### src/rtl/grid_scanner.sv
// Frame scanner: walks every (x, y) cell of the grid in row-major order, encodes the
// classifier outputs into a colour code and offers each cell to a valid/ready sink.
module grid_scanner #(
    parameter int GRID_W = 16,
    parameter int GRID_H = 12
) (
    input  logic       clk,
    input  logic       rst,
    input  logic       start,
    output logic [3:0] x,
    output logic [3:0] y,
    input  logic       isBorder,
    input  logic       isHead,
    input  logic       isBody,
    input  logic       isApple,
    output logic       pix_valid,
    input  logic       pix_ready,
    output logic [2:0] pix_color,
    output logic       busy,
    output logic       frame_done,
    output logic [7:0] frame_cnt,
    output logic [1:0] dbg_state
);

    // Handshake: a cell transfers on a rising edge where pix_valid & pix_ready are both
    // high; once pix_valid rises, pix_color/x/y stay frozen until that transfer.

    typedef enum logic [1:0] {
        IDLE  = 2'd0,
        FETCH = 2'd1,
        SEND  = 2'd2,
        DONE  = 2'd3
    } state_t;

    localparam logic [3:0] X_LAST = 4'(GRID_W - 1);
    localparam logic [3:0] Y_LAST = 4'(GRID_H - 1);

    state_t     state_q;
    logic [3:0] x_q;
    logic [3:0] y_q;
    logic [2:0] color_q;
    logic [2:0] color_d;
    logic       valid_q;
    logic       busy_q;
    logic       done_q;
    logic [7:0] cnt_q;

    // Border outranks the snake, which outranks the apple.
    always_comb begin
        color_d = 3'd0;
        if (isBorder) begin
            color_d = 3'd1;
        end else if (isHead) begin
            color_d = 3'd2;
        end else if (isBody) begin
            color_d = 3'd3;
        end else if (isApple) begin
            color_d = 3'd4;
        end
    end

    always_ff @(posedge clk or posedge rst) begin
        if (rst) begin
            state_q <= IDLE;
            x_q     <= 4'd0;
            y_q     <= 4'd0;
            color_q <= 3'd0;
            valid_q <= 1'b0;
            busy_q  <= 1'b0;
            done_q  <= 1'b0;
            cnt_q   <= 8'd0;
        end else begin
            done_q <= 1'b0;
            case (state_q)
                IDLE: begin
                    if (start) begin
                        state_q <= FETCH;
                        busy_q  <= 1'b1;
                    end
                end
                FETCH: begin
                    color_q <= color_d;
                    valid_q <= 1'b1;
                    state_q <= SEND;
                end
                SEND: begin
                    if (pix_ready) begin
                        valid_q <= 1'b0;
                        if (x_q != X_LAST) begin
                            x_q     <= x_q + 4'd1;
                            state_q <= FETCH;
                        end else if (y_q != Y_LAST) begin
                            x_q     <= 4'd0;
                            y_q     <= y_q + 4'd1;
                            state_q <= FETCH;
                        end else begin
                            x_q     <= 4'd0;
                            y_q     <= 4'd0;
                            done_q  <= 1'b1;
                            state_q <= DONE;
                        end
                    end
                end
                DONE: begin
                    cnt_q   <= cnt_q + 8'd1;
                    busy_q  <= 1'b0;
                    state_q <= IDLE;
                end
                default: state_q <= IDLE;
            endcase
        end
    end

    assign x          = x_q;
    assign y          = y_q;
    assign pix_valid  = valid_q;
    assign pix_color  = color_q;
    assign busy       = busy_q;
    assign frame_done = done_q;
    assign frame_cnt  = cnt_q;
    assign dbg_state  = state_q;

endmodule

### config.mk
export PLATFORM = sky130hd
export DESIGN_NAME = grid_scanner
export DESIGN_NICKNAME = d
export VERILOG_FILES = /design/src/rtl/grid_scanner.sv
export SDC_FILE = /design/constraint.sdc
export NUM_CORES = 1
export LEC_CHECK = 0
export ABC_AREA = 1
export BUFFER_PORTS_ARGS = -buffer_cell sky130_fd_sc_hd__buf_2
export CAP_MARGIN = 20
export CORE_AREA = 2 2 44 62
export DETAILED_ROUTE_END_ITERATION = 6
export DIE_AREA = 0 0 46 64
export PLACE_DENSITY = 0.73
export SYNTH_ARGS = -nofsm -noshare
export SYNTH_HDL_FRONTEND = slang
export SYNTH_SLANG_ARGS = --single-unit
### constraint.sdc
create_clock -name clk -period 1.5 [get_ports clk]
set_input_delay 0.075 -clock clk [delete_from_list [all_inputs] [get_ports clk]]
set_output_delay 0.075 -clock clk [all_outputs]
set_load 0.02 [all_outputs]
**Word-level counts from Yosys, hierarchy flattened**

Cells that the tools add are included.

- Flip-flop bits (word level): 24
- Bits of input ports: 8
- Output and inout bits: 24
- Logic and storage cells: 46

- $add $sub $neg: 3
- Equal/unequal tests: 7
- Bitwise operators: 1
- Reductions and logical operators: 8
- Multiplexer cells: 19

Operator list:

| kind | number |
|---|---|
| two-way mux 3 bit | 4 |
| adder 4 x 1 -> 4 bit (second input constant) | 2 |
| adder 8 x 1 -> 8 bit (second input constant) | 1 |
| two-way mux 2 bit | 4 |
| two-way mux 4 bit | 2 |
| != test 4 bit (second input constant) | 2 |
| one-hot mux 2 bit (4 select lines) | 1 |
| AND reduction 2 bit | 4 |
| two-way mux 1 bit | 6 |
| == test 2 bit (second input constant) | 2 |
| != test 2 bit (second input constant) | 2 |
| one-hot mux 1 bit (2 select lines) | 2 |
| nonzero test 2 bit | 2 |
| AND reduction 3 bit | 1 |
| == test 2 x 1 -> 1 bit (second input constant) | 1 |
| logical NOT 2 bit | 1 |
| inverter 1 bit | 1 |

**Depth between registers and ports, before layout**

- Depth after elaboration: 5
- Depth in mapped cells: 6

**Worst setup path after synthesis**

No wires, ideal clock.

- Path type: flip-flop to flip-flop
- Start: register x_q[1] (netlist: x[1])
- End: register y_q[2] (netlist: y[2])
- Data arrival time: 1.180 ns
- Period minus slack after synthesis: 1.301 ns
- Cell stages (with the launch flop): 7
- Buffers on the path: 0
- Path slack: 0.199 ns
- Setup time: 0.121 ns
- Cells stage by stage: dfrtp_1 ha_1 nand3_1 nor2_4 inv_2 nand2_1 o21ai_1

- Cells in the longest elaborated chain, start to end: 3

Ends and longest elaborated chain:

| what | line | source |
|---|---|---|
| start, declared | 39 | `logic [3:0] x_q;` |
| start signal, assigned | 90 | `x_q <= x_q + 4'd1;` |
| != test 4 bit | 89 | `if (x_q != X_LAST) begin` |
| inverter 1 bit (no source line) | n/a |  |
| AND reduction 3 bit (no source line) | n/a |  |
| end signal, assigned | 94 | `y_q <= y_q + 4'd1;` |
| end, declared | 40 | `logic [3:0] y_q;` |

No other way between the ends.
A chain may end at the register's enable or synchronous reset.

**Final worst setup path**

- Start: register x_q[0] (netlist: x[0])
- End: register y_q[3] (netlist: y[3])

Same word-level chain as after synthesis.

==> flow_metrics.tcl <==
set metrics [dict create \
    outcome "finished, final reports clean" \
    grt_first_pass_wirelength_mm 3.73 \
    maxSlewViolCount 0 \
    dp.cells 183 \
    yosysTopAreaCell "dfrtp_1" \
    fin_cells 189 \
    crit_family "simple AND/OR/NAND/NOR gates" \
    hold_class "in2reg" \
    grt_pass1_vias 909 \
    routedWlPerCell_um 11.2 \
    maxCapViolations 0 \
    firstDrtPassIters 4 \
    required_ps 1700 \
    drtIter0Drc 4 \
    initial_core_util_pct 47.6 \
    max-slew-margin-rel_pct 80.1 \
    stdcell_area_um2 1370 \
    io_pins 32 \
    dpl.hpwl_mm 1.68 \
    r2r_end "y[3]" \
    crit_arrival_ps 1470 \
    syn_area_per_cell_um2 8.79 \
    clock_sinks 24 \
    crit_top_cell "nand2_1" \
    cts_made_buffers 3 \
    h-tree-depth 1 \
    drive_gt1_share_pct 27.1 \
    setup_viol 0 \
    clkLatencyLatePin_ps 300 \
    reg2reg_depth 6 \
    setup.worst_path.class "reg2reg" \
    synthToLayoutAreaGrowth_pct 21.7 \
    nNetsFinal 179 \
    worst_clock_skew_ps 1.81 \
    min_period_ps 1270 \
    design.die.area_um2 2940 \
    hold-worst-slack_ps 24.2 \
    die_x_um 46 \
    swShare_pct 44.3 \
    cts_tree "built" \
    intPower_mw 1.33 \
    finalHoldViolCount 0 \
    syn_nets 139 \
    hold_depth 3 \
    ctsLongestPathBuffers 2 \
    cp_max_fo 5 \
    placed_cell_area_um2 1320 \
    power_switching_mw 1.06 \
    slowest_delay_ps 420 \
    clkTransAtPathRegs_ps 120 \
    place_congestion 0.706 \
    period_share_pct 84.5 \
    antenna_left 0 \
    worst_path_max_delay_cell "dfrtp_1" \
    seq_area_frac_synth_pct 53.4 \
    r2r_slack_ps 230 \
    routed_via_density 5.05 \
    synth.area.top_cells "dfrtp_1 53%, nand2_1 13%, nand3_1 6.2%" \
    syn_area_um2 1120 \
    min-delay-start "isBody" \
    max-vdd-ir-drop_mv 0.950 \
    rows 21 \
    track_usage_pct 17.2 \
    synth_seq_cells 24 \
    p_leak_nw 0.742 \
    pwr-share-comb_pct 43.4 \
    pre_cts_slack_ps 241 \
    antenna_found_initial 0 \
    port_buffers 31 \
    synthCells 128 \
    worstMarginPinSlew_ps 298 \
    wirelength_mm 2.13 \
    holdPathEnd "pix_color[0]" \
    clkPwrFrac_pct 11.1 \
    r2r_start "x[0]" \
    yosys_warnings 0 \
    end_kind "flop" \
    fmax_mhz 789 \
    worstPathCellList "ha_1 -> nand3_1 -> nor2_4 -> inv_2 -> nand2_1 -> nand2_1" \
    startpoint_type "flop" \
    setup_ws_ps 232 \
    grt_start_max_net_pins 25 \
    tns_ps 0 \
    critPathBufInv 1 \
    cts_root_buf "clkbuf_4" \
    die-height_um 64 \
    synth_top_area_share_pct 53.4 \
    ys_types 21 \
    drc 0 \
    via_count 954 \
    grt_remaining_overflow 0 \
    crit_cells 6 \
    antenna_cells 0 \
    pwr_density_cell_nw_per_um2 1750 \
    rsz0062_at_grt "false" \
    core_um2 2360 \
    seq_power_share_pct 45.5 \
]
## per-stage QoR
stage	power [mW]	util, %
finish	2.39	57.9
global route	2.61	57.9
CTS	2.43	57.9
detailed placement	2.16	55.7
global placement	2.12	55.7
floorplan	1.79	-
## flip-flops by register name (all words and copies together), names as in the netlist
register and flops:
busy 1, frame_cnt 8, x 4, pix_color 3, frame_done 1, dbg_state 2
pix_valid 1, y 4
## cell type report
| type | instances | area (um2) |
|---|---|---|
| well taps | 23 | 28.8 |
| flip-flops and latches | 24 | 601 |
| multi-input cells | 88 | 464 |
| fillers | 236 | 996 |
| inverters | 16 | 60.1 |
| clock buffers | 3 | 22.5 |
| repair buffers | 35 | 193 |
## cell families after synthesis
group | after synthesis | share of synthesized area, %
compound gates | 7 | 3.34
buf+inv | 16 | 5.34
flops | 24 | 53.4
mux | 1 | 1.00
xor+xnor | 4 | 3.12
fa+ha+maj | 3 | 3.34
simple gates | 73 | 30.5
## worst reg2reg max path, stage by stage (launching register included)
cell and delay, ps:
dfrtp_1 420, ha_1 190, nand3_1 190, nor2_4 200
inv_2 70, nand2_1 60, nand2_1 50
## power by group through the flow
stage,clock [mW],sequential [mW],combinational (mW)
after global routing,0.311,1.13,1.17
final,0.265,1.09,1.04
after global placement,0,1.09,1.03
after detailed placement,0,1.10,1.05
after floorplan,0,1.34,0.453
after CTS,0.282,1.09,1.06
## repair_timing
item / in CTS / in global routing
hold buffers: 3 / 0
resized for setup: 0 / 0
setup buffers: 0 / 0
endpoints found under the hold margin: 26 / 0
## per-layer routing
metal	vias up	GRT usage, %	share of wire (%)
met4	0	7.50	1.3
met5	-	0	0
met2	17	30.2	54
li1	490	-	-
met1	443	18.9	41
met3	4	3.11	3.5
## cell usage after synthesis
| master | count |
|---|---|
| nor3_1 | 2 |
| o21ai_1 | 1 |
| nand3b_1 | 2 |
| or2_2 | 1 |
| a21oi_1 | 3 |
| nand4_1 | 3 |
| nand2_1 | 38 |
| nand3_4 | 1 |
| nor2_4 | 1 |
| o21ai_0 | 2 |
| inv_1 | 14 |
| ha_1 | 3 |
| inv_2 | 2 |
| mux2_2 | 1 |
| dfrtp_1 | 24 |
| nor2_1 | 7 |
| xor2_1 | 2 |
| xnor2_1 | 2 |
| nand3_1 | 14 |
| o31ai_1 | 1 |
| nor2_2 | 4 |
## worst max-delay path by stage
stage	start	to	slack [ps]
after detailed placement	x[0]	y[3]	240
after floorplan	x[1]	y[2]	200
final	x[0]	y[3]	230
after CTS	x[0]	y[3]	220
after global placement	x[0]	y[2]	310
after global routing	x[0]	y[2]	110
## cells in the final DEF (no fill, tap or decap)
| master | count |
|---|---|
| nor2_2 | 4 |
| o21ai_1 | 1 |
| nand3_4 | 1 |
| nand3_1 | 14 |
| xor2_1 | 2 |
| inv_2 | 2 |
| inv_1 | 14 |
| nand3b_1 | 2 |
| nand2_1 | 38 |
| o31ai_1 | 1 |
| or2_2 | 1 |
| nor2_1 | 7 |
| mux2_2 | 1 |
| ha_1 | 3 |
| xnor2_1 | 2 |
| dfrtp_1 | 24 |
| nor2_4 | 1 |
| nor3_1 | 2 |
| clkbuf_4 | 3 |
| buf_4 | 1 |
| nand4_1 | 3 |
| buf_2 | 31 |
| dlygate4sd3_1 | 3 |
| a21oi_1 | 3 |
| o21ai_0 | 2 |
No activity file was read; power rests on OpenSTA's default activity.
